File: config.mk
export PLATFORM = sky130hd
export DESIGN_NAME = instr_sequencer_flat
export DESIGN_NICKNAME = d
export VERILOG_FILES = /design/src/rtl/instr_sequencer_if.sv /design/src/rtl/instr_sequencer.sv /design/src/flat_wrapper.sv
export SDC_FILE = /design/constraint.sdc
export NUM_CORES = 1
export LEC_CHECK = 0
export ABC_AREA = 1
export CAP_MARGIN = 20
export CELL_PAD_IN_SITES_DETAIL_PLACEMENT = 1
export CELL_PAD_IN_SITES_GLOBAL_PLACEMENT = 1
export CORE_ASPECT_RATIO = 0.7
export CORE_UTILIZATION = 33
export CTS_CLUSTER_DIAMETER = 30
export DETAILED_ROUTE_END_ITERATION = 16
export PLACE_DENSITY = 0.88
export SYNTH_ARGS = -nofsm -noshare
export SYNTH_HDL_FRONTEND = slang
export SYNTH_SLANG_ARGS = --single-unit
File: constraint.sdc
create_clock -name clk -period 1.6 [get_ports clk]
set_clock_uncertainty 0.1 [all_clocks]
set_input_delay 0.4 -clock clk [delete_from_list [all_inputs] [get_ports clk]]
set_output_delay 0.4 -clock clk [all_outputs]
set_load 0.03 [all_outputs]
File: src/rtl/instr_sequencer_if.sv
// Bus between the instruction fetch/memory side and the multi-cycle instruction sequencer.
// The sequencer takes the slave view; the fetch unit (or a testbench) takes the master view.
interface instr_sequencer_if;
    logic [31:0] instr;
    logic        instr_valid;
    logic        mem_ready;
    logic [9:0]  code;
    logic [31:0] ir;
    logic [2:0]  state;
    logic        fetch_req;
    logic        ir_write;
    logic        mem_req;
    logic        mem_we;
    logic        reg_write;
    logic        pc_write;
    logic        illegal;
    logic [31:0] instret;

    modport master (
        output instr, instr_valid, mem_ready,
        input  code, ir, state, fetch_req, ir_write, mem_req, mem_we,
               reg_write, pc_write, illegal, instret
    );

    modport slave (
        input  instr, instr_valid, mem_ready,
        output code, ir, state, fetch_req, ir_write, mem_req, mem_we,
               reg_write, pc_write, illegal, instret
    );
endinterface

File: src/rtl/instr_sequencer.sv
// Multi-cycle RV32 instruction sequencer: latches the fetched word, classifies its opcode
// one-hot, and steps FETCH/DECODE/EXECUTE/MEMORY/WRITEBACK while counting retirements.
module instr_sequencer (
    input  logic              clk,
    input  logic              rst_n,
    instr_sequencer_if.slave  sq
);

    localparam logic [2:0] FETCH     = 3'd0;
    localparam logic [2:0] DECODE    = 3'd1;
    localparam logic [2:0] EXECUTE   = 3'd2;
    localparam logic [2:0] MEMORY    = 3'd3;
    localparam logic [2:0] WRITEBACK = 3'd4;

    logic [2:0]  state_q;
    logic [2:0]  state_d;
    logic [31:0] ir_q;
    logic [9:0]  code_q;
    logic [31:0] instret_q;
    logic        ir_load;
    logic        fetch_req_c;
    logic        ir_write_c;
    logic        mem_req_c;
    logic        mem_we_c;
    logic        reg_write_c;
    logic        pc_write_c;
    logic        illegal_c;

    function automatic logic [9:0] decode_opcode(input logic [6:0] op);
        logic [9:0] c;
        c = 10'b0;
        case (op)
            7'b1101111: c[0] = 1'b1;
            7'b1100111: c[1] = 1'b1;
            7'b0110111: c[2] = 1'b1;
            7'b0010111: c[3] = 1'b1;
            7'b1100011: c[4] = 1'b1;
            7'b0110011: c[5] = 1'b1;
            7'b0100011: c[6] = 1'b1;
            7'b0010011: c[7] = 1'b1;
            7'b0000011: c[8] = 1'b1;
            7'b1110011: c[9] = 1'b1;
            default:    c    = 10'b0;
        endcase
        return c;
    endfunction

    assign ir_load = (state_q == FETCH) && sq.instr_valid;

    // Strobes are purely combinational; ir_write is gated with rst_n so nothing
    // looks like a capture while reset is held.
    always_comb begin
        state_d     = state_q;
        fetch_req_c = 1'b0;
        ir_write_c  = 1'b0;
        mem_req_c   = 1'b0;
        mem_we_c    = 1'b0;
        reg_write_c = 1'b0;
        pc_write_c  = 1'b0;
        illegal_c   = 1'b0;
        case (state_q)
            FETCH: begin
                fetch_req_c = 1'b1;
                ir_write_c  = sq.instr_valid & rst_n;
                if (sq.instr_valid) state_d = DECODE;
            end
            DECODE: begin
                if (code_q == 10'b0) begin
                    illegal_c = 1'b1;
                    state_d   = FETCH;
                end else begin
                    state_d   = EXECUTE;
                end
            end
            EXECUTE: begin
                if (code_q[8] || code_q[6]) begin
                    state_d = MEMORY;
                end else if (code_q[4]) begin
                    pc_write_c = 1'b1;
                    state_d    = FETCH;
                end else begin
                    state_d = WRITEBACK;
                end
            end
            MEMORY: begin
                mem_req_c = 1'b1;
                mem_we_c  = code_q[6];
                if (sq.mem_ready) begin
                    if (code_q[6]) begin
                        pc_write_c = 1'b1;
                        state_d    = FETCH;
                    end else begin
                        state_d    = WRITEBACK;
                    end
                end
            end
            WRITEBACK: begin
                reg_write_c = 1'b1;
                pc_write_c  = 1'b1;
                state_d     = FETCH;
            end
            default: state_d = FETCH;
        endcase
    end

    always_ff @(posedge clk or negedge rst_n) begin
        if (!rst_n) state_q <= FETCH;
        else        state_q <= state_d;
    end

    // ir and code are captured together so code always describes the word in ir.
    always_ff @(posedge clk or negedge rst_n) begin
        if (!rst_n) begin
            ir_q   <= 32'b0;
            code_q <= 10'b0;
        end else if (ir_load) begin
            ir_q   <= sq.instr;
            code_q <= decode_opcode(sq.instr[6:0]);
        end
    end

    always_ff @(posedge clk or negedge rst_n) begin
        if (!rst_n)          instret_q <= 32'b0;
        else if (pc_write_c) instret_q <= instret_q + 32'd1;
    end

    assign sq.state     = state_q;
    assign sq.ir        = ir_q;
    assign sq.code      = code_q;
    assign sq.instret   = instret_q;
    assign sq.fetch_req = fetch_req_c;
    assign sq.ir_write  = ir_write_c;
    assign sq.mem_req   = mem_req_c;
    assign sq.mem_we    = mem_we_c;
    assign sq.reg_write = reg_write_c;
    assign sq.pc_write  = pc_write_c;
    assign sq.illegal   = illegal_c;

endmodule

File: src/flat_wrapper.sv
// flat-port wrapper written by rule: the top's interface ports become plain ports
module instr_sequencer_flat 
  (clk, rst_n, sq_instr, sq_instr_valid, sq_mem_ready, sq_code, sq_ir, sq_state, sq_fetch_req, sq_ir_write, sq_mem_req, sq_mem_we, sq_reg_write, sq_pc_write, sq_illegal, sq_instret);
  instr_sequencer_if sq_i ();
  input  logic clk;
  input  logic rst_n;
  input wire logic [$bits(sq_i.instr)-1:0] sq_instr;
  input wire logic [$bits(sq_i.instr_valid)-1:0] sq_instr_valid;
  input wire logic [$bits(sq_i.mem_ready)-1:0] sq_mem_ready;
  output wire logic [$bits(sq_i.code)-1:0] sq_code;
  output wire logic [$bits(sq_i.ir)-1:0] sq_ir;
  output wire logic [$bits(sq_i.state)-1:0] sq_state;
  output wire logic [$bits(sq_i.fetch_req)-1:0] sq_fetch_req;
  output wire logic [$bits(sq_i.ir_write)-1:0] sq_ir_write;
  output wire logic [$bits(sq_i.mem_req)-1:0] sq_mem_req;
  output wire logic [$bits(sq_i.mem_we)-1:0] sq_mem_we;
  output wire logic [$bits(sq_i.reg_write)-1:0] sq_reg_write;
  output wire logic [$bits(sq_i.pc_write)-1:0] sq_pc_write;
  output wire logic [$bits(sq_i.illegal)-1:0] sq_illegal;
  output wire logic [$bits(sq_i.instret)-1:0] sq_instret;
  assign sq_i.instr = sq_instr;
  assign sq_i.instr_valid = sq_instr_valid;
  assign sq_i.mem_ready = sq_mem_ready;
  assign sq_code = sq_i.code;
  assign sq_ir = sq_i.ir;
  assign sq_state = sq_i.state;
  assign sq_fetch_req = sq_i.fetch_req;
  assign sq_ir_write = sq_i.ir_write;
  assign sq_mem_req = sq_i.mem_req;
  assign sq_mem_we = sq_i.mem_we;
  assign sq_reg_write = sq_i.reg_write;
  assign sq_pc_write = sq_i.pc_write;
  assign sq_illegal = sq_i.illegal;
  assign sq_instret = sq_i.instret;
  instr_sequencer u_core (.clk(clk), .rst_n(rst_n), .sq(sq_i));
endmodule
-- Word level (Yosys, flattened, before mapping)
Cells that the tools add are included.
- add/subtract/negate cells: 1
- eq/ne operators: 16
- bitwise logic cells: 1
- reduce and logical (&&, ||, !) cells: 5
- multiplexer cells: 29
- operators by type and width (cell ; count):
    adder 32 x 1 -> 32 bit, second input constant ; 1
    == test 7 bit, second input constant ; 4
    == test 7 x 6 -> 1 bit, second input constant ; 3
    2-to-1 mux 1 bit ; 21
    2-to-1 mux 3 bit ; 5
    == test 7 x 5 -> 1 bit, second input constant ; 2
    one-hot mux 3 bit (4 select lines) ; 1
    zero test 10 bit ; 1
    == test 7 x 2 -> 1 bit, second input constant ; 1
    == test 3 x 2 -> 1 bit, second input constant ; 2
    != test 2 bit, second input constant ; 2
    == test 3 x 1 -> 1 bit, second input constant ; 1
    == test 3 bit, second input constant ; 1
    zero test 3 bit ; 1
    one-hot mux 1 bit (3 select lines) ; 1
    2-to-1 mux 2 bit ; 1
    AND reduction 2 bit ; 1
    AND 1 bit ; 1
    logical AND 1 bit ; 1
    logical OR 1 bit ; 1
- register bits after elaboration: 77
- word-level logic and storage cells: 56
- bits of input ports: 36

-- Longest topological paths before layout
Gate-level depths: netlist of the first run.
- depth after elaboration: 3
- depth in mapped cells: 9

-- Least setup slack after synthesis of the first run
OpenSTA, ideal clock, no wires.
- path kind: register to output
- start: reg u_core.state_q[1], in the netlist u_core.sq.state[1]
- end: out sq_pc_write
- data arrival time: 1.535 ns
- cell stages (with the launch flop): 6
- path slack: -0.435 ns
- path through: dfrtp_1 > nand2_1 > nor2_2 > nand2_1 > nand3_2 > buf_2
- longest elaborated chain between the ends: 2
- ends and longest elaborated chain (what ; RTL line ; source):
    start, declared ; instr_sequencer.sv:15 ; logic [2:0] state_q;
    start signal, assigned ; instr_sequencer.sv:108 ; else state_q <= state_d;
    == test 3 bit or == test 3 x 2 -> 1 bit (tied branches) ; instr_sequencer.sv:61 ; case (state_q)
    one-hot mux 1 bit (3 select lines) (*) ; instr_sequencer.sv:61 ;
    end, declared ; flat_wrapper.sv:18 ; output wire logic [$bits(sq_i.pc_write)-1:0] sq_pc_write;
Every way passes the cells marked *; elsewhere a longest branch is shown, timed or not.

-- Final worst setup path of the first run
- start: reg u_core.state_q[2], in the netlist u_core.sq.state[2]
- end: out sq_illegal
- longest elaborated chain between the ends: 2
- ends and longest elaborated chain (what ; RTL line ; source):
    == test 3 x 1 -> 1 bit ; instr_sequencer.sv:61 ;
    2-to-1 mux 1 bit ; instr_sequencer.sv:61 ;
    end, declared ; flat_wrapper.sv:19 ; output wire logic [$bits(sq_i.illegal)-1:0] sq_illegal;
Every way passes these cells.

==> impl_results.md, run 1 <==
- Required time of the critical path: 1100 ps
- Fin util: a little under two thirds
- Main combinational cell family by area after synthesis: simple AND/OR/NAND/NOR gates
- WP data arrival: 1560 ps
- Final Setup Violations: 100
- Avg Cell Area, Syn: ~7.6 um^2
- Synth Area in Compound Gates: 2.60%
- Status: complete, but fails checks
- Global-route wire length before repair: 26500 um
- Clock net sink count: a little under 80
- CTS H-tree lvls: 3
- CP startpoint kind: flop
- Crit path kind: reg -> out
- Root buffer cell: clkbuf_16
- Count of buffer and inverter cells on the critical path: 3
- GRT Util Overall: 30.0%
- Skew-Pair Late Insertion Delay: 360 ps
- Crit path capture type: output port
- CTS buffer count: 9
- Final net count: 745
- Input/output buffers: 119
- Post-Synth XOR/XNOR Area: around 3.7%
- Worst Hold Slack: 26.8 ps
- Cells along the critical path: buf_6 -> nor3_1 -> inv_1 -> nor2_4 -> buf_6
- Post-Synth Adder-Cell Area: 0.334%
- Worst-path fanout max: 4
- Hold WC Path Type: in -> async
- CTS Buffer Depth: 2
- Initial antenna violation count: 0
- Per-cell routed wire length: between 20 and 30 um
- Total gr overflow: 0
- Final wirelength: between 20000 and 25000 um
- Mapped Area: 3750 um^2
- Worst VDD drop: around 820 uV
- Share of post-route cells with drive strength above 1: 44.9%
- R2r startpoint: u_core.sq.instret[15]$_DFFE_PN0P_
- Hold-fix buffers at CTS: 0
- Share of the yosys chip area belonging to registers: roughly half
- Seq cells post-synth: 77
- Worst setup path startpoint: u_core.sq.state[2]$_DFFE_PN0P_
- Final instance area: ~7000 um^2
- DP Area: 5620 um^2
- Synthesis-to-layout area growth: 87.4%
- Tmin final: between 2000 and 2500 ps
- Initial core utilization: 33.9%
- CP top delay family: flip-flops
- Die width: 129 um
- Setup TNS: -13450 ps
- Hpwl dp: about 11000 um
- Initial DRC Count: 359
- Leakage: 3.51 nW
- DRT antenna net count: 0
- Final period util: 129%
- Simple-Gate Fraction of Synth Area: between 30 and 40%
- Pin count of the biggest net entering global routing: 78
- Share of the synthesized area in the top cell type: about half
- Layout Cells excl Fill: 866
- ANT cells: 0
- RSZ-0062 raised after global routing: yes
- Final Wtd Congestion: around 0.88
- Max Cap Viol: 0
- Smallest setup slack after layout: -464 ps
- CTS tree: done
- Via count: 4805
- Distinct cells, synth: 27
- Dpl cells: just over 800
- Slew HR: 65.6%
- Die area: approximately 12000 um^2
- Die height: 91.2 um
- I/O Pins: 120
- Final Max Tran Viols: 0
- Core footprint: 11100 um^2
- DRT Pass-1 Iters: 5
- Clock transition at path regs: 60 ps
- Max Clock Freq: 485 MHz
- Final Hold Viols: 0
- Via-to-Cell Ratio: around 5.5
- PwrDens: 1430 nW/um^2
- Row cnt: 32
- Fillers: 1255
- Violations in the final reports: negative setup slack
- Post-synth top area cell: dfrtp_1
- Post-synthesis mux area share: 0%
- Vias in the first global route: 4683
- Top post-synthesis cells by area: dfrtp_1, nand2_1, nor2_1
- Post-Synthesis Cells: 495
- Ys Warns: 0
- Worst-Margin Slew: 516 ps
- Residual DRC: 0
- Delay of the slowest cell on the worst path: ~460 ps
- Syn_nets: 532
- Critical Path Most Common Cell: buf_6
- Worst path slowest cell: dfrtp_2
-- layout make-up --
| cell class | instances | area [um^2] | area share, % |
|---|---|---|---|
| clock buffers | 12 | 256 | 3.65 |
| flip-flops and latches | 77 | 1940 | 27.7 |
| multi-input cells | 360 | 2280 | 32.5 |
| well taps | 153 | 191 | 2.73 |
| inverters | 47 | 201 | 2.87 |
| clock inverters | 4 | 22.5 | 0.321 |
| repair buffers | 213 | 2120 | 30.2 |
-- path summary, 6_finish.rpt --
kind	endpoint	slack (ps)	depth (start not counted)
max in group asynchronous	u_core.sq.code[6]$_DFFE_PN0P_	710	3
min in group clk	u_core.sq.ir[21]$_DFFE_PN0P_	380	2
max	sq_illegal	-460	5
max reg2reg	u_core.sq.instret[25]$_DFFE_PN0P_	-310	7
min	u_core.sq.code[3]$_DFFE_PN0P_	30	2
min reg2reg	u_core.sq.ir[21]$_DFFE_PN0P_	380	2
-- cell families (layout without fill, tap and decap cells) --
kind of cell,count (synthesis),in the layout
XOR/XNOR,16,16
adder cells (fa/ha/maj),1,1
AND/OR/NAND/NOR,325,325
flip-flops,77,77
AO/OA/AOI/OAI,18,18
buffers and inverters,58,276
-- cell usage in the layout (no fill, tap or decap), types with 9 or more instances in the layout --
cell               n
nor2_1            27
nor2_4            16
nand2_4           18
nand3_1           10
nand4_1           14
nand2_1          164
dfrtp_2           14
clkbuf_2          20
buf_12            14
nor2_2            15
dfrtp_1           63
buf_6             32
inv_1             39
xnor2_2            9
nand3_2           12
clkbuf_16         12
clkdlybuf4s15_1   17
clkdlybuf4s50_1   34
nand2_2           28
buf_4             76
-- sequential cells by signal (all words and copies together) (netlist names) --
signal             count
u_core.sq.code        10
u_core.sq.state        3
u_core.sq.instret     32
u_core.sq.ir          32
-- power by group --
part	leakage, nW	internal, mW	switching, mW	total (mW)
Clock	0.138	1.13	0.872	2.00
Combinational	2.38	2.07	3.05	5.12
Sequential	0.992	2.44	0.448	2.89
Total	3.51	5.64	4.37	10.0
-- routing by layer --
| metal | share of wire, % | vias to the layer above | wire length [um] | global-route usage (%) |
|---|---|---|---|---|
| met3 | 7.7 | 135 | 1720 | 6.13 |
| met4 | 6.5 | 0 | 1450 | 9.90 |
| met5 | 0 | - | 0 | 0 |
| li1 | - | 1971 | - | - |
| met1 | 38 | 2442 | 8400 | 37.9 |
| met2 | 48 | 257 | 10700 | 51.0 |
-- cell usage after synthesis --
cell / count
nor2_4: 1
nand4_1: 14
a22oi_1: 1
nor2_2: 2
nor2_1: 55
xor2_1: 2
and2_1: 1
buf_2: 7
inv_2: 2
nor4_1: 1
dfrtp_1: 77
xnor2_1: 14
nand2_1: 212
nor3_1: 5
o21ai_0: 12
clkbuf_1: 2
o31ai_1: 1
o21ai_1: 2
nand3_1: 28
nand3_2: 1
o22ai_1: 2
inv_1: 45
buf_4: 2
nand3b_1: 3
ha_1: 1
and3_1: 1
nand2_2: 1
-- metrics by stage --
| stage | setup WS (ps) | total power [mW] |
|---|---|---|
| 3_5_place_dp | -359 | 6.74 |
| 5_1_grt | -510 | 10.3 |
| 6_report | -464 | 10.0 |
| 3_3_place_gp | -321 | 6.58 |
| 2_1_floorplan | -93.9 | 4.74 |
| 4_1_cts | -342 | 8.88 |
-- timing repair --
| action | in CTS | in global routing |
|---|---|---|
| gates resized for setup | 166 | 196 |
| buffers inserted | 12 | 12 |
| pin swaps | 21 | 40 |
| setup endpoints to repair | 125 | 123 |
| cloned | 2 | 4 |
Note: power is estimated with default switching activity, not from simulation.
==> inputs of run 2 (changes only) <==
--- a/config.mk
+++ b/config.mk
@@ -12,6 +12,7 @@
 export CORE_ASPECT_RATIO = 0.7
 export CORE_UTILIZATION = 33
 export CTS_CLUSTER_DIAMETER = 30
+export CTS_CLUSTER_SIZE = 16
 export DETAILED_ROUTE_END_ITERATION = 16
 export PLACE_DENSITY = 0.88
 export SYNTH_ARGS = -nofsm -noshare
==> results of run 2 <==
No change in the layout: final DEF, timing and power equal those of run 1.
